<file path="src/rtl/clink_serial_cc_ctrl_if.sv">
// Register-bridge bundle for the CLINK serial / camera-control engine.
// master drives strobes and addresses; slave returns read data.
interface clink_serial_cc_ctrl_if #(
  parameter int ADDR_WIDTH = 7
);
  logic                  reg_wr_en;
  logic [ADDR_WIDTH-1:0] reg_wr_addr;
  logic [31:0]           reg_wr_data;
  logic                  reg_rd_en;
  logic [ADDR_WIDTH-1:0] reg_rd_addr;
  logic [31:0]           reg_rd_data;
  logic                  reg_rd_valid;

  modport master (
    output reg_wr_en, reg_wr_addr, reg_wr_data,
    output reg_rd_en, reg_rd_addr,
    input  reg_rd_data, reg_rd_valid
  );

  modport slave (
    input  reg_wr_en, reg_wr_addr, reg_wr_data,
    input  reg_rd_en, reg_rd_addr,
    output reg_rd_data, reg_rd_valid
  );
endinterface

</file>
<file path="src/rtl/clink_serial_cc_ctrl.sv">
// Camera Link SerTC/SerTFG UART with FIFOs plus CC line control.
// Optional CC pulse mode is enabled by defining CLINK_CC_PULSE_EN.
module clink_serial_cc_ctrl #(
  parameter int ADDR_WIDTH       = 7,
  parameter int FIFO_DEPTH       = 16,
  parameter int CC_WIDTH         = 4,
  parameter int BAUD_DIV_DEFAULT = 10417
) (
  input  logic                s_axi_aclk,
  input  logic                s_axi_aresetn,
  clink_serial_cc_ctrl_if.slave bus,
  input  logic                clink_locked,
  input  logic                ser_tfg,
  output logic                ser_tc,
  output logic [CC_WIDTH-1:0] cc,
  output logic                irq
);
  localparam int AW = $clog2(FIFO_DEPTH);
  localparam int CW = AW + 1;

  localparam logic [ADDR_WIDTH-1:0] A_DATA = ADDR_WIDTH'(32'h00);
  localparam logic [ADDR_WIDTH-1:0] A_CC   = ADDR_WIDTH'(32'h10);
  localparam logic [ADDR_WIDTH-1:0] A_STAT = ADDR_WIDTH'(32'h20);
  localparam logic [ADDR_WIDTH-1:0] A_LOCK = ADDR_WIDTH'(32'h30);
  localparam logic [ADDR_WIDTH-1:0] A_BAUD = ADDR_WIDTH'(32'h40);
`ifdef CLINK_CC_PULSE_EN
  localparam logic [ADDR_WIDTH-1:0] A_PLEN = ADDR_WIDTH'(32'h50);
`endif

  typedef enum logic [1:0] {
    TX_IDLE, TX_START, TX_DATA, TX_STOP
  } tx_st_t;

  typedef enum logic [2:0] {
    RX_IDLE, RX_START, RX_DATA, RX_STOP, RX_WAIT
  } rx_st_t;

  logic        wr_data, wr_cc, wr_stat, wr_baud;
  logic        rd_data_hit;
  logic [31:0] wd;

  assign wd      = bus.reg_wr_data;
  assign wr_data = bus.reg_wr_en && bus.reg_wr_addr == A_DATA;
  assign wr_cc   = bus.reg_wr_en && bus.reg_wr_addr == A_CC;
  assign wr_stat = bus.reg_wr_en && bus.reg_wr_addr == A_STAT;
  assign wr_baud = bus.reg_wr_en && bus.reg_wr_addr == A_BAUD;
  assign rd_data_hit =
    bus.reg_rd_en && bus.reg_rd_addr == A_DATA;

  logic [1:0] tfg_sync, lock_sync;
  logic       rx_in, lock;

  always_ff @(posedge s_axi_aclk or negedge s_axi_aresetn) begin
    if (!s_axi_aresetn) begin
      tfg_sync  <= 2'b11;
      lock_sync <= 2'b00;
    end else begin
      tfg_sync  <= {tfg_sync[0], ser_tfg};
      lock_sync <= {lock_sync[0], clink_locked};
    end
  end

  assign rx_in = tfg_sync[1];
  assign lock  = lock_sync[1];

  logic [15:0] baud_div;

  always_ff @(posedge s_axi_aclk or negedge s_axi_aresetn) begin
    if (!s_axi_aresetn) begin
      baud_div <= 16'(BAUD_DIV_DEFAULT);
    end else if (wr_baud) begin
      baud_div <= (wd[15:0] < 16'd16) ? 16'd16 : wd[15:0];
    end
  end

  logic [7:0]    tx_mem [FIFO_DEPTH];
  logic [AW-1:0] tx_wp, tx_rp;
  logic [CW-1:0] tx_cnt;
  logic          tx_full, tx_push, tx_pop;

  logic [7:0]    rx_mem [FIFO_DEPTH];
  logic [AW-1:0] rx_wp, rx_rp;
  logic [CW-1:0] rx_cnt;
  logic          rx_full, rx_pop, rx_push_ok, rx_ovf_set;

  assign tx_full = tx_cnt == CW'(FIFO_DEPTH);
  assign tx_push = wr_data && !tx_full;
  assign rx_full = rx_cnt == CW'(FIFO_DEPTH);
  assign rx_pop  = rd_data_hit && rx_cnt != '0;

  tx_st_t      tx_st;
  logic [15:0] tx_div, tx_bcnt;
  logic [7:0]  tx_sh;
  logic [2:0]  tx_bit;
  logic        tx_last, tx_busy;

  assign tx_last = tx_bcnt == tx_div - 16'd1;
  assign tx_busy = tx_st != TX_IDLE;
  // Reloading in the last stop cycle keeps back-to-back frames gapless.
  assign tx_pop  = tx_cnt != '0 &&
    (tx_st == TX_IDLE || (tx_st == TX_STOP && tx_last));

  always_ff @(posedge s_axi_aclk or negedge s_axi_aresetn) begin
    if (!s_axi_aresetn) begin
      tx_st   <= TX_IDLE;
      ser_tc  <= 1'b1;
      tx_div  <= 16'(BAUD_DIV_DEFAULT);
      tx_bcnt <= '0;
      tx_sh   <= '0;
      tx_bit  <= '0;
    end else begin
      unique case (tx_st)
        TX_IDLE: begin
          if (tx_pop) begin
            tx_st   <= TX_START;
            ser_tc  <= 1'b0;
            tx_sh   <= tx_mem[tx_rp];
            tx_div  <= baud_div;
            tx_bcnt <= '0;
          end
        end
        TX_START: begin
          if (tx_last) begin
            tx_st   <= TX_DATA;
            ser_tc  <= tx_sh[0];
            tx_bcnt <= '0;
            tx_bit  <= '0;
          end else begin
            tx_bcnt <= tx_bcnt + 16'd1;
          end
        end
        TX_DATA: begin
          if (tx_last) begin
            tx_bcnt <= '0;
            if (tx_bit == 3'd7) begin
              tx_st  <= TX_STOP;
              ser_tc <= 1'b1;
            end else begin
              tx_bit <= tx_bit + 3'd1;
              tx_sh  <= {1'b0, tx_sh[7:1]};
              ser_tc <= tx_sh[1];
            end
          end else begin
            tx_bcnt <= tx_bcnt + 16'd1;
          end
        end
        TX_STOP: begin
          if (tx_last) begin
            tx_bcnt <= '0;
            if (tx_pop) begin
              tx_st  <= TX_START;
              ser_tc <= 1'b0;
              tx_sh  <= tx_mem[tx_rp];
              tx_div <= baud_div;
            end else begin
              tx_st <= TX_IDLE;
            end
          end else begin
            tx_bcnt <= tx_bcnt + 16'd1;
          end
        end
      endcase
    end
  end

  rx_st_t      rx_st;
  logic [15:0] rx_div, rx_bcnt;
  logic [7:0]  rx_sh;
  logic [2:0]  rx_bit;
  logic        rx_prev, rx_vld, rx_ferr;
  logic        rx_hit_half, rx_hit_full;

  assign rx_hit_half = rx_bcnt == (rx_div >> 1) - 16'd1;
  assign rx_hit_full = rx_bcnt == rx_div - 16'd1;

  always_ff @(posedge s_axi_aclk or negedge s_axi_aresetn) begin
    if (!s_axi_aresetn) begin
      rx_st   <= RX_IDLE;
      rx_prev <= 1'b1;
      rx_div  <= 16'(BAUD_DIV_DEFAULT);
      rx_bcnt <= '0;
      rx_sh   <= '0;
      rx_bit  <= '0;
      rx_vld  <= 1'b0;
      rx_ferr <= 1'b0;
    end else begin
      rx_prev <= rx_in;
      rx_vld  <= 1'b0;
      rx_ferr <= 1'b0;
      unique case (rx_st)
        RX_IDLE: begin
          if (rx_prev && !rx_in) begin
            rx_st   <= RX_START;
            rx_div  <= baud_div;
            rx_bcnt <= '0;
          end
        end
        RX_START: begin
          if (rx_hit_half) begin
            rx_bcnt <= '0;
            rx_bit  <= '0;
            rx_st   <= rx_in ? RX_IDLE : RX_DATA;
          end else begin
            rx_bcnt <= rx_bcnt + 16'd1;
          end
        end
        RX_DATA: begin
          if (rx_hit_full) begin
            rx_bcnt <= '0;
            rx_sh   <= {rx_in, rx_sh[7:1]};
            rx_bit  <= rx_bit + 3'd1;
            if (rx_bit == 3'd7) rx_st <= RX_STOP;
          end else begin
            rx_bcnt <= rx_bcnt + 16'd1;
          end
        end
        RX_STOP: begin
          if (rx_hit_full) begin
            rx_bcnt <= '0;
            rx_vld  <= rx_in;
            rx_ferr <= !rx_in;
            rx_st   <= rx_in ? RX_IDLE : RX_WAIT;
          end else begin
            rx_bcnt <= rx_bcnt + 16'd1;
          end
        end
        RX_WAIT: begin
          if (rx_in) rx_st <= RX_IDLE;
        end
        default: rx_st <= RX_IDLE;
      endcase
    end
  end

  // A pop in the same cycle frees the slot, so a full FIFO still accepts.
  assign rx_push_ok = rx_vld && (!rx_full || rx_pop);
  assign rx_ovf_set = rx_vld && rx_full && !rx_pop;

  always_ff @(posedge s_axi_aclk) begin
    if (tx_push)    tx_mem[tx_wp] <= wd[7:0];
    if (rx_push_ok) rx_mem[rx_wp] <= rx_sh;
  end

  always_ff @(posedge s_axi_aclk or negedge s_axi_aresetn) begin
    if (!s_axi_aresetn) begin
      tx_wp  <= '0;
      tx_rp  <= '0;
      tx_cnt <= '0;
      rx_wp  <= '0;
      rx_rp  <= '0;
      rx_cnt <= '0;
    end else begin
      if (tx_push) tx_wp <= tx_wp + AW'(1);
      if (tx_pop)  tx_rp <= tx_rp + AW'(1);
      unique case ({tx_push, tx_pop})
        2'b10:   tx_cnt <= tx_cnt + CW'(1);
        2'b01:   tx_cnt <= tx_cnt - CW'(1);
        default: ;
      endcase
      if (rx_push_ok) rx_wp <= rx_wp + AW'(1);
      if (rx_pop)     rx_rp <= rx_rp + AW'(1);
      unique case ({rx_push_ok, rx_pop})
        2'b10:   rx_cnt <= rx_cnt + CW'(1);
        2'b01:   rx_cnt <= rx_cnt - CW'(1);
        default: ;
      endcase
    end
  end

  logic rx_ovf, tx_ovf, frame_err;

  // Set terms are ORed last so a same-cycle W1C loses.
  always_ff @(posedge s_axi_aclk or negedge s_axi_aresetn) begin
    if (!s_axi_aresetn) begin
      rx_ovf    <= 1'b0;
      tx_ovf    <= 1'b0;
      frame_err <= 1'b0;
    end else begin
      rx_ovf    <= (rx_ovf & ~(wr_stat & wd[3])) | rx_ovf_set;
      tx_ovf    <= (tx_ovf & ~(wr_stat & wd[4])) |
                   (wr_data & tx_full);
      frame_err <= (frame_err & ~(wr_stat & wd[5])) | rx_ferr;
    end
  end

  assign irq = (rx_cnt != '0) | rx_ovf | tx_ovf | frame_err;

`ifdef CLINK_CC_PULSE_EN
  logic        wr_plen, pulse_act;
  logic [15:0] pulse_len, pulse_cnt;

  assign wr_plen = bus.reg_wr_en && bus.reg_wr_addr == A_PLEN;

  always_ff @(posedge s_axi_aclk or negedge s_axi_aresetn) begin
    if (!s_axi_aresetn) begin
      cc        <= '0;
      pulse_len <= '0;
      pulse_cnt <= '0;
      pulse_act <= 1'b0;
    end else begin
      if (wr_plen) pulse_len <= wd[15:0];
      if (wr_cc && wd[31]) begin
        cc        <= (pulse_act ? cc : '0) | wd[CC_WIDTH-1:0];
        pulse_cnt <= pulse_len;
        pulse_act <= 1'b1;
      end else if (wr_cc) begin
        cc        <= wd[CC_WIDTH-1:0];
        pulse_act <= 1'b0;
      end else if (pulse_act) begin
        if (pulse_cnt == '0) begin
          cc        <= '0;
          pulse_act <= 1'b0;
        end else begin
          pulse_cnt <= pulse_cnt - 16'd1;
        end
      end
    end
  end
`else
  always_ff @(posedge s_axi_aclk or negedge s_axi_aresetn) begin
    if (!s_axi_aresetn) begin
      cc <= '0;
    end else if (wr_cc) begin
      cc <= wd[CC_WIDTH-1:0];
    end
  end
`endif

  logic [31:0] rd_next;

  always_comb begin
    rd_next = '0;
    unique case (1'b1)
      (bus.reg_rd_addr == A_DATA):
        rd_next = (rx_cnt != '0) ?
          {23'b0, 1'b1, rx_mem[rx_rp]} : '0;
      (bus.reg_rd_addr == A_CC):
        rd_next = 32'(cc);
      (bus.reg_rd_addr == A_STAT):
        rd_next = {8'b0, 8'(tx_cnt), 8'(rx_cnt),
                   2'b0, frame_err, tx_ovf, rx_ovf,
                   tx_busy, tx_full, rx_cnt != '0};
      (bus.reg_rd_addr == A_LOCK):
        rd_next = {31'b0, lock};
      (bus.reg_rd_addr == A_BAUD):
        rd_next = {16'b0, baud_div};
`ifdef CLINK_CC_PULSE_EN
      (bus.reg_rd_addr == A_PLEN):
        rd_next = {16'b0, pulse_len};
`endif
      default: rd_next = '0;
    endcase
  end

  always_ff @(posedge s_axi_aclk or negedge s_axi_aresetn) begin
    if (!s_axi_aresetn) begin
      bus.reg_rd_data  <= '0;
      bus.reg_rd_valid <= 1'b0;
    end else begin
      bus.reg_rd_valid <= bus.reg_rd_en;
      if (bus.reg_rd_en) bus.reg_rd_data <= rd_next;
    end
  end
endmodule

</file>
<file path="src/flat_wrapper.sv">
// flat-port wrapper written by rule: the top's interface ports become plain ports
module clink_serial_cc_ctrl_flat 
#(
  parameter int ADDR_WIDTH       = 7,
  parameter int FIFO_DEPTH       = 16,
  parameter int CC_WIDTH         = 4,
  parameter int BAUD_DIV_DEFAULT = 10417
)
  (s_axi_aclk, s_axi_aresetn, clink_locked, ser_tfg, ser_tc, cc, irq, bus_reg_wr_en, bus_reg_wr_addr, bus_reg_wr_data, bus_reg_rd_en, bus_reg_rd_addr, bus_reg_rd_data, bus_reg_rd_valid);
  clink_serial_cc_ctrl_if #(.ADDR_WIDTH(ADDR_WIDTH)) bus_i ();
  input  logic s_axi_aclk;
  input  logic s_axi_aresetn;
  input  logic clink_locked;
  input  logic ser_tfg;
  output logic ser_tc;
  output logic [CC_WIDTH-1:0] cc;
  output logic irq;
  input wire logic [$bits(bus_i.reg_wr_en)-1:0] bus_reg_wr_en;
  input wire logic [$bits(bus_i.reg_wr_addr)-1:0] bus_reg_wr_addr;
  input wire logic [$bits(bus_i.reg_wr_data)-1:0] bus_reg_wr_data;
  input wire logic [$bits(bus_i.reg_rd_en)-1:0] bus_reg_rd_en;
  input wire logic [$bits(bus_i.reg_rd_addr)-1:0] bus_reg_rd_addr;
  output wire logic [$bits(bus_i.reg_rd_data)-1:0] bus_reg_rd_data;
  output wire logic [$bits(bus_i.reg_rd_valid)-1:0] bus_reg_rd_valid;
  assign bus_i.reg_wr_en = bus_reg_wr_en;
  assign bus_i.reg_wr_addr = bus_reg_wr_addr;
  assign bus_i.reg_wr_data = bus_reg_wr_data;
  assign bus_i.reg_rd_en = bus_reg_rd_en;
  assign bus_i.reg_rd_addr = bus_reg_rd_addr;
  assign bus_reg_rd_data = bus_i.reg_rd_data;
  assign bus_reg_rd_valid = bus_i.reg_rd_valid;
  clink_serial_cc_ctrl #(.ADDR_WIDTH(ADDR_WIDTH), .FIFO_DEPTH(FIFO_DEPTH), .CC_WIDTH(CC_WIDTH), .BAUD_DIV_DEFAULT(BAUD_DIV_DEFAULT)) u_core (.s_axi_aclk(s_axi_aclk), .s_axi_aresetn(s_axi_aresetn), .bus(bus_i), .clink_locked(clink_locked), .ser_tfg(ser_tfg), .ser_tc(ser_tc), .cc(cc), .irq(irq));
endmodule
</file>
<file path="config.mk">
export PLATFORM = sky130hd
export DESIGN_NAME = clink_serial_cc_ctrl_flat
export DESIGN_NICKNAME = d
export VERILOG_FILES = /design/src/rtl/clink_serial_cc_ctrl_if.sv /design/src/rtl/clink_serial_cc_ctrl.sv /design/src/flat_wrapper.sv
export SDC_FILE = /design/constraint.sdc
export NUM_CORES = 1
export LEC_CHECK = 0
export CAP_MARGIN = 20
export CORE_MARGIN = 3
export CORE_UTILIZATION = 30
export CTS_CLUSTER_DIAMETER = 50
export DETAILED_ROUTE_END_ITERATION = 12
export GPL_ROUTABILITY_DRIVEN = 0
export PLACE_DENSITY = 0.48
export SLEW_MARGIN = 30
export SYNTH_ARGS = -nofsm -noshare
export SYNTH_HDL_FRONTEND = slang
export SYNTH_SLANG_ARGS = --single-unit
</file>
<file path="constraint.sdc">
create_clock -name s_axi_aclk -period 5.7 [get_ports s_axi_aclk]
set_input_delay 1.14 -clock s_axi_aclk [delete_from_list [all_inputs] [get_ports s_axi_aclk]]
set_output_delay 1.14 -clock s_axi_aclk [all_outputs]
set_load 0.005 [all_outputs]
</file>
After elaboration in Yosys (flattened, before gate mapping)
Memories as Yosys holds them, arrays and structs flattened.
Cells that the tools add are included.

cells by class
  shift operators = 0
  reduce and logical (&&, ||, !) cells = 45
  div/mod/pow operators = 0
  $mul = 0
  bitwise operators = 16
  $add $sub $neg = 15
  magnitude comparators = 1
  equality and inequality tests = 37
  mux-type cells = 57

operators with widths
  cell                     count
  $mux W16                 8
  $pmux W21 S5             1
  $pmux W16 S2             2
  $eq A16 B16 Y1           3
  $pmux W16 S3             1
  $mux W3                  12
  $add A16 B1 Y16 const B  2
  $mux W8                  4
  $sub A16 B1 Y16 const B  2
  $pmux W8 S3              1
  $ne A2 B1 Y1 const B     11
  $eq A7 B6 Y1 const B     3
  $pmux W5 S2              2
  $add A4 B1 Y4 const B    4
  $lt A16 B5 Y1 const B    1
  $sub A15 B1 Y16 const B  1
  $pmux W3 S5              1
  $eq A7 B5 Y1 const B     2
  $eq A7 B7 Y1 const B     2
  $logic_not A7 Y1         2
  $mux W1                  14
  $logic_and A1 B1 Y1      13
  $mux W2                  6
  $pmux W3 S2              2
  other kinds (30)         71

word-level totals
  input port bits = 52
  memories = 2
  bits in read-only memories = 0
  bits in latches = 0
  memory bits (writable) = 256
  register bits after elaboration = 181
  output and inout bits = 39

memories
  memory         words  width  rd ports  clocked after memory_dff  write ports  line                        RTL
  u_core.rx_mem  16     8      1         0                         1            clink_serial_cc_ctrl.sv:81  logic [7:0] rx_mem [FIFO_DEPTH];
  u_core.tx_mem  16     8      1         0                         1            clink_serial_cc_ctrl.sv:76  logic [7:0] tx_mem [FIFO_DEPTH];

Longest topological paths before layout
  depth in word-level cells = 8
  gate-level depth with buffers = 19

Worst setup path before layout
Ideal clock, no wire load.

  kind = in2reg
  from = in bus_reg_rd_addr[1]
  to = reg u_core.rx_cnt[4]
  library setup time = 0.125 ns
  data required time = 5.575 ns
  stages = 16
  slack = 1.373 ns
  arrival = 4.202 ns
  path buffers = 2
  path through = or4_1 -> nor2_1 -> and3_1 -> clkbuf_1 -> nand2_1 -> and3_1 -> nor2b_1 -> clkbuf_1 -> inv_1 -> ha_1 -> ha_1 -> a21o_1 -> a21oi_1 -> xnor2_1 -> nor2_1 -> xor2_1

on the way
  cells in the longest elaborated chain, start to end = 7
  elaborated cells on any way between the ends = 9
  those cells by class = eq/ne: 2; mux: 1; reduce/logical: 6

RTL lines
  item                                                      line                         RTL
  from (decl)                                               flat_wrapper.sv:22           input wire logic [$bits(bus_i.reg_rd_addr)-1:0] bus_reg_rd_addr;
  $logic_not A7 Y1 *                                        clink_serial_cc_ctrl.sv:48   bus.reg_rd_en && bus.reg_rd_addr == A_DATA;
  $logic_and A1 B1 Y1 *                                     clink_serial_cc_ctrl.sv:48
  $logic_and A1 B1 Y1 *                                     clink_serial_cc_ctrl.sv:89   assign rx_pop = rd_data_hit && rx_cnt != '0;
  $logic_or A1 B1 Y1                                        clink_serial_cc_ctrl.sv:236  assign rx_push_ok = rx_vld && (!rx_full || rx_pop);
  $logic_and A1 B1 Y1                                       clink_serial_cc_ctrl.sv:236
  $eq A2 B1 Y1 / $eq A2 B2 Y1 (equally long branches)       clink_serial_cc_ctrl.sv:262  unique case ({rx_push_ok, rx_pop})
  $pmux W5 S2 / $reduce_bool A2 Y1 (equally long branches)  n/a
  to (signal assigned)                                      clink_serial_cc_ctrl.sv:263  2'b10: rx_cnt <= rx_cnt + CW'(1);
  to (signal assigned)                                      clink_serial_cc_ctrl.sv:264  2'b01: rx_cnt <= rx_cnt - CW'(1);
  to (decl)                                                 clink_serial_cc_ctrl.sv:83   logic [CW-1:0] rx_cnt;

Every way passes the cells marked *; elsewhere a longest branch is shown, timed or not.
A chain may end at the register's enable or synchronous reset.

Worst setup path in the final report
  from = reg u_core.tx_div[1]
  to = reg u_core.tx_cnt[4]

on the way
  cells in the longest elaborated chain, start to end = 7
  elaborated cells on any way between the ends = 9
  those cells by class = add/sub: 1; eq/ne: 3; mux: 1; reduce/logical: 4

RTL lines
  item                                                      line                         RTL
  from (decl)                                               clink_serial_cc_ctrl.sv:92   logic [15:0] tx_div, tx_bcnt;
  from (signal assigned)                                    clink_serial_cc_ctrl.sv:107  tx_div <= 16'(BAUD_DIV_DEFAULT);
  from (signal assigned)                                    clink_serial_cc_ctrl.sv:118  tx_div <= baud_div;
  from (signal assigned)                                    clink_serial_cc_ctrl.sv:154  tx_div <= baud_div;
  $sub A16 B1 Y16 *                                         clink_serial_cc_ctrl.sv:97   assign tx_last = tx_bcnt == tx_div - 16'd1;
  $eq A16 B16 Y1 *                                          clink_serial_cc_ctrl.sv:97
  $logic_and A1 B1 Y1 *                                     clink_serial_cc_ctrl.sv:101  (tx_st == TX_IDLE || (tx_st == TX_STOP && tx_last));
  $logic_or A1 B1 Y1 *                                      clink_serial_cc_ctrl.sv:101
  $logic_and A1 B1 Y1 *                                     clink_serial_cc_ctrl.sv:100  assign tx_pop = tx_cnt != '0 &&
  $eq A2 B1 Y1 / $eq A2 B2 Y1 (equally long branches)       clink_serial_cc_ctrl.sv:255  unique case ({tx_push, tx_pop})
  $pmux W5 S2 / $reduce_bool A2 Y1 (equally long branches)  n/a
  to (signal assigned)                                      clink_serial_cc_ctrl.sv:256  2'b10: tx_cnt <= tx_cnt + CW'(1);
  to (signal assigned)                                      clink_serial_cc_ctrl.sv:257  2'b01: tx_cnt <= tx_cnt - CW'(1);
  to (decl)                                                 clink_serial_cc_ctrl.sv:78   logic [CW-1:0] tx_cnt;

Marked as above.

==> impl_metrics.yaml <==
outcome:
  status: "completed"
floorplan:
  rows: 93
  dieArea_um2: 69400
  initial_utilization_pct: 30.6
  coreArea_um2: 65000
  die_x_um: 263
  ioPinCount: 91
  die_h_um: 263
sta:
  skew_ns: 0.0318
  hold_viol_final: 0
  fmax_mhz: 220
  worst_pin_slew_ns: 0.935
  finalSetupViolations: 0
  relSlewSlack_pct: 37.7
  period_minus_slack_ns: 4.55
  slew_viol_final: 0
  tns_ns: 0
  worst_slack_ns: 1.15
  rsz0062_at_grt: "no"
  timing.hold.ws_ns: 0.354
  fin_crit_sh_pct: 79.8
power_and_ir_drop:
  p_int_mw: 6.93
  vdd_drop_max_mv: 0.264
  seq_power_share_pct: 39.3
  switching_share_pct: 32.2
  p_comb_share_pct: 26.3
  switchingPower_mw: 3.30
  p_clk_share_pct: 34.5
  p_leak_nw: 8.59
  power_density_nw_per_um2: 438
  report.power.total_mw: 10.2
global_route:
  grt_pass1_wl_mm: 74.2
  grt_pass1_vias: 12375
  grt_use_total_pct: 13.6
  antenna_found_initial: 0
  gr-total-overflow: 0
  grt_max_degree: 92
placed_design:
  dp_hpwl_mm: 32.6
  dpl_cell_area_um2: 21400
  io_buffer_count: 63
  dp_cells: 2344
  place_ws_ns: 1.02
finish:
  areaGrowthSynthToFinish_pct: 17.4
  antennaDiodeCount: 0
  utilization_pct: 35.9
  layout.cells.non_filler: 2448
  fillCellCount: 6240
  multi_input_comb_area_um2: 7370
  nNetsFinal: 1632
  seqCellArea_um2: 12000
  layout-drive-gt1-share_pct: 19.1
  final_cell_area_um2: 23300
cts:
  cts_buffers: 55
  holdBufCountCts: 0
  clkLatencyLatePin_ns: 0.60
  cts_tree: "yes"
  clkSinkCount: 426
  htree_levels: 2
  cts.reportedPaths.clkPinSlew_ns: 0.06
  ctsLongestPathBuffers: 3
  root_buffer: "clkbuf_16"
  cts_setup_buffers: 0
  cts_resized: 0
synthesis:
  synth_seq_cells: 426
  synthTopCellsByCount: "edfxtp_1, dfrtp_1, nand2_1"
  yosysWarnings: 0
  synth_area_leaders: "edfxtp_1, dfrtp_1, mux4_2, mux2_2, dfstp_2"
  synth_edf_count: 256
  synthFlopType: "edfxtp_1"
  yosys.cell_types.count: 76
  synth_top_cell_by_area: "edfxtp_1"
  seq_area_frac_synth_pct: 60.2
  synthArstFlopShare_pct: 39.9
  syn_inst: 1485
  synth.top_cell.area_share_pct: 38.7
  syn-cell-area_um2: 19900
  yosysMostFrequentCell: "edfxtp_1"
  avgSynthCellArea_um2: 13.4
critical_path:
  timing.rr.start: "u_core.tx_div[1]"
  timing.critical_path.from: "u_core.tx_div[1]"
  crit_path_end: "u_core.tx_cnt[4]"
  ff2ff_setup_slack_ns: 1.15
  critical_path_class: "flop to flop"
  arrival_ns: 5.09
  worstPathRequired_ns: 6.25
  crit_path_start_kind: "flop"
  critPathMaxFanout: 12
  endpoint_kind: "flop"
  r2r_cells: 16
  r2r-end: "u_core.tx_cnt[4]"
routing:
  drtIter0Drc: 770
  postRouteAntennaNets: 0
  vias: 12057
  firstDrtPassIters: 4
  wl_per_cell_um: 19.5
  drt_wl_total_mm: 47.7
  routed_via_density: 4.93
  drcViolationCount: 0
run:
  drv_cap: 0
min_path:
  hold_class: "flop to flop"
  worstHoldStart: "u_core.tfg_sync[0]"
-- metal layers --
layer	vias up	track usage, %	wire [µm]
li1	5679	-	-
met1	6123	18.6	22100
met2	193	22.2	22700
met3	62	2.47	1900
met4	0	4.07	1070
met5	-	0	0
-- worst max-delay path: stages (launching register included) --
cell and delay, ns:
dfrtp_1 0.41, inv_1 0.07, ha_1 0.17, or3b_4 0.40
or4_4 0.49, a221oi_2 0.35, nand4_2 0.25, o31ai_1 0.29
buf_4 0.18, and2_1 0.27, ha_1 0.44, xor2_1 0.12
ha_1 0.24, o311ai_0 0.32, nor2_1 0.07, a211oi_1 0.28
xor2_1 0.16
-- state kept, by name, summed over array words and instances (netlist names), 8 cells and up --
| register | flops |
|---|---|
| u_core.rx_div | 16 |
| u_core.tx_sh | 8 |
| u_core.baud_div | 16 |
| u_core.rx_sh | 8 |
| u_core.tx_bcnt | 16 |
| u_core.tx_mem | 128 |
| u_core.rx_bcnt | 16 |
| u_core.rx_mem | 128 |
| u_core.tx_div | 16 |
| u_core.bus.reg_rd_data | 21 |
-- power by group through the flow --
stage / registers (mW) / clock network, mW / logic [mW]
floorplan: 3.78 / 0 / 2.24
global placement: 4.07 / 0 / 2.68
detailed placement: 4.08 / 0 / 2.70
CTS: 4.02 / 3.62 / 2.72
global route: 4.09 / 3.75 / 2.98
finish: 4.02 / 3.53 / 2.69
-- worst min path at each step --
stage	to	slack, ns	cells after the start
floorplan	u_core.lock_sync[1]	0.33	0
global placement	u_core.lock_sync[1]	0.34	0
detailed placement	u_core.lock_sync[1]	0.35	0
CTS	u_core.tfg_sync[1]	0.35	0
global route	u_core.tfg_sync[1]	0.36	0
finish	u_core.tfg_sync[1]	0.35	0
-- layout by cell type, fill, tap and decap left out, types with 7 or more instances in the layout --
cell,netlist,routed
edfxtp_1,256,256
xor2_1,37,37
nand3_1,43,43
inv_6,0,8
a21o_1,13,13
clkinv_2,0,7
a22o_1,9,9
dfrtp_1,148,144
buf_4,11,22
clkbuf_8,0,9
conb_1,1,11
nor3_1,29,29
nor2_1,71,70
o22ai_1,13,13
mux2_2,58,58
nand3b_1,10,10
clkdlybuf4s50_1,0,62
and3_1,24,24
nand2_1,131,131
and2_1,20,20
o21ai_0,83,83
or4_1,8,8
or3_1,15,15
nor2b_1,11,11
a31oi_1,15,15
dfstp_2,22,22
a21oi_1,26,26
nand2b_1,13,13
xnor2_1,43,43
clkbuf_16,0,55
clkbuf_1,58,10
nor4_1,19,18
o31ai_1,7,7
inv_1,56,56
nand4_1,12,12
ha_1,33,33
mux4_2,80,80
-- area by class of cell --
| type | count | share of cell area [%] |
|---|---|---|
| Sequential cell | 426 | 51.3 |
| Multi-Input combinational cell | 921 | 31.6 |
| Clock buffer | 73 | 6.53 |
| Tap cell | 855 | 4.58 |
| Timing Repair Buffer | 86 | 3.51 |
| Clock inverter | 31 | 1.62 |
| Inverter | 56 | 0.900 |
-- cells by family after synthesis --
group / share of synthesized area, %
AO/OA/AOI/OAI: 6.86
AND/OR/NAND/NOR: 11.3
multiplexers: 12.9
buffers and inverters: 3.05
adder cells (fa/ha/maj): 2.18
other: 0.0189
flip-flops: 60.2
XOR/XNOR: 3.52
Power figures use the tool's default switching activity.
